<file path="config.mk">
export PLATFORM = sky130hd
export DESIGN_NAME = block_sync_seeker
export DESIGN_NICKNAME = d
export VERILOG_FILES = /design/src/rtl/block_sync_seeker.sv
export SDC_FILE = /design/constraint.sdc
export NUM_CORES = 1
export LEC_CHECK = 0
export BUFFER_PORTS_ARGS = -buffer_cell sky130_fd_sc_hd__buf_2
export CAP_MARGIN = 20
export CORE_UTILIZATION = 50
export CTS_BUF_LIST = sky130_fd_sc_hd__clkbuf_8
export DETAILED_ROUTE_END_ITERATION = 10
export HOLD_SLACK_MARGIN = 0.1
export PLACE_DENSITY_LB_ADDON = 0.05
export SYNTH_ARGS = -nofsm -noshare
export SYNTH_HDL_FRONTEND = slang
export SYNTH_SLANG_ARGS = --single-unit
</file>
<file path="constraint.sdc">
create_clock -name clk_i -period 22.3 [get_ports clk_i]
set_clock_uncertainty 0.15 [all_clocks]
set_input_delay 4.46 -clock clk_i [delete_from_list [all_inputs] [get_ports clk_i]]
set_output_delay 4.46 -clock clk_i [all_outputs]
set_load 0.01 [all_outputs]
</file>
<file path="src/rtl/block_sync_seeker.sv">
// 64b/66b block-boundary seeker: parallel header hunt, lock declaration and error-rate unlock.
// Define SEEKER_STATS_EN to build the relock / locked-header-error statistics counters.
module block_sync_seeker #(
  parameter int unsigned BLOCK_W    = 66,
  parameter int unsigned N_SEEKERS  = 22,
  parameter int unsigned LOCK_CNT   = 32,
  parameter int unsigned WINDOW     = 64,
  parameter int unsigned UNLOCK_BAD = 16
) (
  input  logic                       clk_i,
  input  logic                       rst_i,
  input  logic [BLOCK_W:0]           window_i,
  input  logic                       window_dv_i,
  input  logic                       force_hunt_i,
  output logic                       lock_o,
  output logic [$clog2(BLOCK_W)-1:0] offset_o,
  output logic                       hdr_dv_o,
  output logic                       hdr_ok_o,
  output logic [15:0]                relock_cnt_o,
  output logic [15:0]                hdr_err_cnt_o
);

  localparam int unsigned OFF_W  = $clog2(BLOCK_W);
  localparam int unsigned N_CAND = BLOCK_W / N_SEEKERS;
  localparam int unsigned CAND_W = (N_CAND > 1) ? $clog2(N_CAND) : 1;
  localparam int unsigned CNT_W  = $clog2(LOCK_CNT + 1);
  localparam int unsigned MON_W  = $clog2(WINDOW + 1);

  localparam logic [CNT_W-1:0]  LOCK_MAX   = CNT_W'(LOCK_CNT);
  localparam logic [CNT_W-1:0]  LOCK_PRE   = CNT_W'(LOCK_CNT - 1);
  localparam logic [CAND_W-1:0] CAND_LAST  = CAND_W'(N_CAND - 1);
  localparam logic [MON_W-1:0]  WIN_LAST   = MON_W'(WINDOW - 1);
  localparam logic [MON_W-1:0]  UNLOCK_PRE = MON_W'(UNLOCK_BAD - 1);

  typedef enum logic {HUNT = 1'b0, LOCKED = 1'b1} state_e;

  state_e             state_q, state_d;
  logic [BLOCK_W:0]   win_q;
  logic               eval_q;
  logic [CNT_W-1:0]   cnt_q  [N_SEEKERS];
  logic [CNT_W-1:0]   cnt_d  [N_SEEKERS];
  logic [CAND_W-1:0]  cand_q [N_SEEKERS];
  logic [CAND_W-1:0]  cand_d [N_SEEKERS];
  logic [OFF_W-1:0]   offset_q, offset_d;
  logic [MON_W-1:0]   hdr_cnt_q, hdr_cnt_d;
  logic [MON_W-1:0]   bad_cnt_q, bad_cnt_d;
  logic               lock_q;
  logic               hdr_dv_q, hdr_dv_d;
  logic               hdr_ok_q, hdr_ok_d;

  logic [OFF_W-1:0]   seek_off [N_SEEKERS];
  logic               seek_ok  [N_SEEKERS];
  logic               seek_hit [N_SEEKERS];
  logic               lock_hit;
  logic [OFF_W-1:0]   win_off;
  logic               mon_ok;
  logic               unlock_hit;

  // A sync header is valid when its two bits differ (01 data, 10 command).
  function automatic logic hdr_valid(input logic [BLOCK_W:0] w, input logic [OFF_W-1:0] off);
    logic [BLOCK_W:0] sh;
    sh = w >> off;
    return sh[1] ^ sh[0];
  endfunction

  // Window capture: everything downstream evaluates the registered copy one edge later.
  always_ff @(posedge clk_i or posedge rst_i) begin
    if (rst_i) begin
      win_q  <= '0;
      eval_q <= 1'b0;
    end else begin
      eval_q <= window_dv_i;
      if (window_dv_i) begin
        win_q <= window_i;
      end
    end
  end

  always_comb begin
    for (int unsigned j = 0; j < N_SEEKERS; j++) begin
      seek_off[j] = OFF_W'(32'(cand_q[j]) * N_SEEKERS + j);
      seek_ok[j]  = hdr_valid(win_q, seek_off[j]);
      seek_hit[j] = seek_ok[j] && (cnt_q[j] == LOCK_PRE);
    end
  end

  // Lowest-numbered seeker reaching LOCK_CNT supplies the lock offset.
  always_comb begin
    lock_hit = 1'b0;
    win_off  = '0;
    for (int unsigned j = 0; j < N_SEEKERS; j++) begin
      if (seek_hit[j] && !lock_hit) begin
        lock_hit = 1'b1;
        win_off  = seek_off[j];
      end
    end
  end

  assign mon_ok     = hdr_valid(win_q, offset_q);
  assign unlock_hit = !mon_ok && (bad_cnt_q == UNLOCK_PRE);

  always_ff @(posedge clk_i or posedge rst_i) begin
    if (rst_i) begin
      state_q <= HUNT;
    end else begin
      state_q <= state_d;
    end
  end

  always_comb begin
    state_d = state_q;
    unique case (state_q)
      HUNT: begin
        if (!force_hunt_i && eval_q && lock_hit) begin
          state_d = LOCKED;
        end
      end
      LOCKED: begin
        if (force_hunt_i || (eval_q && unlock_hit)) begin
          state_d = HUNT;
        end
      end
      default: state_d = HUNT;
    endcase
  end

  always_comb begin
    cnt_d     = cnt_q;
    cand_d    = cand_q;
    offset_d  = offset_q;
    hdr_cnt_d = hdr_cnt_q;
    bad_cnt_d = bad_cnt_q;
    hdr_dv_d  = 1'b0;
    hdr_ok_d  = 1'b0;
    if (force_hunt_i) begin
      for (int unsigned j = 0; j < N_SEEKERS; j++) begin
        cnt_d[j]  = '0;
        cand_d[j] = '0;
      end
    end else if (eval_q) begin
      unique case (state_q)
        HUNT: begin
          if (lock_hit) begin
            offset_d  = win_off;
            hdr_cnt_d = '0;
            bad_cnt_d = '0;
            for (int unsigned j = 0; j < N_SEEKERS; j++) begin
              cnt_d[j]  = '0;
              cand_d[j] = '0;
            end
          end else begin
            for (int unsigned j = 0; j < N_SEEKERS; j++) begin
              if (seek_ok[j]) begin
                if (cnt_q[j] != LOCK_MAX) begin
                  cnt_d[j] = cnt_q[j] + 1'b1;
                end
              end else begin
                cnt_d[j]  = '0;
                cand_d[j] = (cand_q[j] == CAND_LAST) ? '0 : cand_q[j] + 1'b1;
              end
            end
          end
        end
        LOCKED: begin
          hdr_dv_d = 1'b1;
          hdr_ok_d = mon_ok;
          if (unlock_hit || (hdr_cnt_q == WIN_LAST)) begin
            hdr_cnt_d = '0;
            bad_cnt_d = '0;
          end else begin
            hdr_cnt_d = hdr_cnt_q + 1'b1;
            if (!mon_ok) begin
              bad_cnt_d = bad_cnt_q + 1'b1;
            end
          end
        end
        default: ;
      endcase
    end
  end

  always_ff @(posedge clk_i or posedge rst_i) begin
    if (rst_i) begin
      for (int unsigned j = 0; j < N_SEEKERS; j++) begin
        cnt_q[j]  <= '0;
        cand_q[j] <= '0;
      end
      offset_q  <= '0;
      hdr_cnt_q <= '0;
      bad_cnt_q <= '0;
      lock_q    <= 1'b0;
      hdr_dv_q  <= 1'b0;
      hdr_ok_q  <= 1'b0;
    end else begin
      cnt_q     <= cnt_d;
      cand_q    <= cand_d;
      offset_q  <= offset_d;
      hdr_cnt_q <= hdr_cnt_d;
      bad_cnt_q <= bad_cnt_d;
      lock_q    <= (state_d == LOCKED);
      hdr_dv_q  <= hdr_dv_d;
      hdr_ok_q  <= hdr_ok_d;
    end
  end

  assign lock_o   = lock_q;
  assign offset_o = offset_q;
  assign hdr_dv_o = hdr_dv_q;
  assign hdr_ok_o = hdr_ok_q;

`ifdef SEEKER_STATS_EN
  logic [15:0] relock_q;
  logic [15:0] err_q;

  // Saturating statistics; cleared only by reset.
  always_ff @(posedge clk_i or posedge rst_i) begin
    if (rst_i) begin
      relock_q <= '0;
      err_q    <= '0;
    end else begin
      if ((state_q == HUNT) && (state_d == LOCKED) && (relock_q != 16'hFFFF)) begin
        relock_q <= relock_q + 16'd1;
      end
      if (hdr_dv_d && !hdr_ok_d && (err_q != 16'hFFFF)) begin
        err_q <= err_q + 16'd1;
      end
    end
  end

  assign relock_cnt_o  = relock_q;
  assign hdr_err_cnt_o = err_q;
`else
  assign relock_cnt_o  = '0;
  assign hdr_err_cnt_o = '0;
`endif

endmodule
</file>
==> results <==
- The height of the die is 217 um.
- The number of ports placed on the die boundary is 113.
- The number of buffers created by CTS is 50.
- The number of global-route vias before repair came to 18800.
- The beginning of the worst register-to-register path is cand_q[12].
- The run finished with clean final reports.
- The first global-routing pass estimated 114000 um of wire.
- Dividing the detail-routed wire length by the instance count gives 24.6 um.
- The synthesized area per cell is 9.79 um2.
- After synthesis the netlist holds a flip-flop and latch count of 268.
- The total overflow left after global routing is 0.
- The tightest hold margin is 0.331 ns.
- The post-detailed-route count of antenna-violating nets is 0.
- The biggest area contributor in the post-synthesis netlist is sky130_fd_sc_hd__dfrtp_1.
- The most common cell type on the critical path is sky130_fd_sc_hd__nand3_1.
- The launch point of the critical path is cand_q[12].
- The net count of the finished layout is 2575.
- Of the cells placed in the final design, the portion with a size suffix greater than 1 is 19.3%.
- The synthesized design devotes to its leading area cell type 28.9% of total area.
- The count of buffers from port buffering is 80.
- In this run the number of H-tree levels came out at 2.
- The area of the die is 0.0473 mm2.
- The initial antenna violation count is 1.
- Across all register-to-register paths, the minimum setup slack is 15.85 ns.
- Setup violations remaining at the end of the flow were counted as 0.
- Per report_power, the combinational group accounts for 55.3% of the total.
- The number of hold violations in the final report came to 0.
- For this block, the via count after detailed routing is 19700.
- For the worst-skew pair, the clock arrives at the later sink with an insertion delay of 0.66 ns.
- The all-layer global routing usage is 31.5%.
- The tree is rooted in a sky130_fd_sc_hd__clkbuf_8.
- The violation count after the first detailed-routing iteration is 2266.
- Gates resized during post-CTS repair numbered 0.
- The distinct cell type count of the synthesized netlist is 102.
- The detailed-placement wirelength estimate is 52500 um.
- Walking the worst path, the cells encountered are inv_1, ha_1, mux2_2, mux4_2, mux2i_1, o32ai_1, or3_4, nand3_1, nand4_1, nor2_1, nand3_1, buf_4, nor2b_1, a22o_1.
- Once layout is done, the placed cells without fillers occupy 0.0248 mm2.
- Data on the critical path is required at its endpoint by 22.72 ns.
- The fraction of power consumed by sequential logic is 26.2%.
- Dividing total power by cell area gives a power density of 114 mW/mm2.
- The count of flip-flops with a built-in enable after synthesis is 0.
- The clock tree from TritonCTS is built.
- For the worst setup path, the data arrival time is 6.87 ns.
- The switching power as a share of total power is 45.6%.
- Clock-pin slew was measured on the worst setup and hold paths at 0.06 ns.
- Relative to the synthesized area, the layout overhead comes to 6.76%.
- The worst-case IR drop observed on VDD is 0.0569 mV.
- The worst setup path is of the reg2reg kind.
- The post-CTS setup repair buffer count is 0.
- In the post-route analysis, the smallest setup slack over all paths is 15.85 ns.
- The die boundary width is 217 um.
- Based on the critical path, the design can be clocked at up to 0.155 GHz.
- In the synthesized netlist, the number of instances is 2371.
- The final max-slew violation count is 0.
- The DRC violation count after routing is 0.
- The congestion estimate from routability-driven global placement came to 0.987.
- The layout filler cell count is 4069.
- Setup repair after global routing left no endpoint under its margin.
- The maximum number of pins on one net before global-route repair is 155.
- The length of the first detailed-routing pass in iterations is 6.
- The setup TNS after final layout is 0 ns.
- The initial standard-cell utilization of the core is 50.9%.
- In this run the worst path has a maximum fanout of 23.
- The clock network accounts for 18.5% of the total power.
- The type of element capturing the critical path is a flop.
- Counting instances in the post-synthesis netlist gives the leading cell types as sky130_fd_sc_hd__dfrtp_1, sky130_fd_sc_hd__nand2_1, sky130_fd_sc_hd__o21ai_0.
- The async set or reset register ratio after synthesis is 100%.
- Row generation in the floorplan step produced 78 rows.
- The critical register-to-register path endpoint is cand_q[25].
- The analysis attributes to net switching a power of 1.29 mW.
- The internal power of the cells totals 1.53 mW.
- The min-delay analysis places its worst path in the category reg2reg.
- For this design the static power due to leakage is 10.2 nW.
- Among all stages on the critical path, the largest delay is contributed by sky130_fd_sc_hd__ha_1.
- The pre-CTS setup slack is 15.42 ns.
- The quantity of hold-fixing buffers added after cts is 0.
- The number of cells on the worst reg-to-reg path is 14.
- The Yosys step of the flow raised 0 warnings.
- The most numerous cell in the Yosys netlist is sky130_fd_sc_hd__dfrtp_1.
- Using the TritonRoute via totals, the vias-per-cell ratio works out to 6.58.
- The tightest slew margin relative to the limit is 34.9%.
- For this run, the slowest stage of the critical path takes 1.05 ns.
- STA classifies the critical path startpoint as a flop.
- The final total power is 2.82 mW.
- In this run the worst setup path terminates at cand_q[25].
- Max-cap violations in this run came to 0.
- In the synthesized netlist the dominant register cell turns out to be sky130_fd_sc_hd__dfrtp_1.
- The share of the Yosys chip area taken by registers is 28.9%.
- The routed design could run at a clock period as short as 6.45 ns.
- The clock sink count is 268.
- The clock passes through at most 3 buffers.
- The aggregate routed wire length is 73900 um.
- The synthesized area is 0.0232 mm2.
- The region available for standard cell placement spans 0.0456 mm2.
- In the finished design, the share of the clock period the worst path needs comes to 28.9%.
- The slew at the pin closest to its max-slew limit is 0.977 ns.
- The post-place instance area is 0.0237 mm2.
- Ranked by total cell area, the synthesized netlist is headed by sky130_fd_sc_hd__dfrtp_1, sky130_fd_sc_hd__mux4_2, sky130_fd_sc_hd__ha_1.
[final cells by class]
| type | count | area [um2] | share of cell area, % |
|---|---|---|---|
| antenna | 1 | 2.50 | 0.0101 |
| clock buffer | 65 | 895 | 3.61 |
| clock inverter | 23 | 198 | 0.798 |
| inverter | 131 | 499 | 2.01 |
| multi-input combinational | 1807 | 15100 | 61.0 |
| sequential | 268 | 6710 | 27.1 |
| tap | 600 | 751 | 3.03 |
| timing repair buffer | 105 | 601 | 2.42 |
[state kept, by name, summed over array words and instances (netlist names)]
register   count
cnt_q        132
win_q         67
cand_q        44
bad_cnt_q      7
hdr_cnt_q      7
offset_o       7
eval_q         1
hdr_dv_o       1
hdr_ok_o       1
lock_o         1
[cells by family (layout without fill, tap and decap cells)]
logic type,count (synthesis),after routing,share of synthesized area (%)
AO/OA/AOI/OAI,480,480,14.1
XOR/XNOR,99,99,3.77
adder cells (fa/ha/maj),141,141,7.60
buffers and inverters,327,324,6.54
flip-flops,268,268,28.9
multiplexers,307,307,21.5
other,1,33,0.0162
AND/OR/NAND/NOR,748,748,17.6
[power by group through the flow]
stage	Combinational (mW)	Clock, mW	Sequential (mW)
finish	1.56	0.522	0.740
global route	1.69	0.558	0.749
CTS	1.53	0.539	0.730
detailed placement	1.53	0	0.738
global placement	1.50	0	0.734
floorplan	1.23	0	0.633
[stage by stage]
stage	util, %	instances
6_report	54.4	3000
5_1_grt	54.4	2999
4_1_cts	54.4	2999
3_5_place_dp	52.0	2911
3_3_place_gp	52.0	2911
2_1_floorplan	-	2402
[layout by cell type (no fill, tap or decap), types with 32 or more instances in the layout]
cell type                    n
sky130_fd_sc_hd__dfrtp_1   266
sky130_fd_sc_hd__nand2_1   180
sky130_fd_sc_hd__o21ai_0   159
sky130_fd_sc_hd__mux4_2    145
sky130_fd_sc_hd__ha_1      141
sky130_fd_sc_hd__inv_1     138
sky130_fd_sc_hd__nor2_1    129
sky130_fd_sc_hd__nand3_1    85
sky130_fd_sc_hd__mux2i_1    85
sky130_fd_sc_hd__buf_2      80
sky130_fd_sc_hd__mux2_2     76
sky130_fd_sc_hd__xnor2_1    69
sky130_fd_sc_hd__clkbuf_8   65
sky130_fd_sc_hd__a22o_1     54
sky130_fd_sc_hd__a21oi_1    53
sky130_fd_sc_hd__nor2b_1    49
sky130_fd_sc_hd__o31ai_1    47
sky130_fd_sc_hd__nor3_1     41
sky130_fd_sc_hd__nand2b_1   38
sky130_fd_sc_hd__conb_1     32
[metal layers]
metal,global-route usage (%),vias up,share of wire (%)
li1,-,8709,-
met1,44.7,9708,43
met2,46.0,1030,42
met3,5.34,279,9.0
met4,16.8,2,5.8
met5,0,-,0.014
[critical path: cells and delay by family, from the launching register on]
kind	cells	cell delay (ns)
multiplexers	3	1.19
buffers and inverters	2	0.74
AO/OA/AOI/OAI	2	0.30
AND/OR/NAND/NOR	6	2.00
adder cells (fa/ha/maj)	1	1.05
flip-flops	1	0.90
[how the worst min path moves through the flow]
stage,cells past startpoint,from,endpoint
floorplan,1,hdr_cnt_q[6],hdr_cnt_q[6]
global placement,1,hdr_cnt_q[6],hdr_cnt_q[6]
detailed placement,1,hdr_cnt_q[6],hdr_cnt_q[6]
CTS,1,hdr_cnt_q[6],hdr_cnt_q[6]
global route,1,hdr_cnt_q[6],hdr_cnt_q[6]
finish,1,hdr_cnt_q[6],hdr_cnt_q[6]
(Power assumes the default switching activity.)
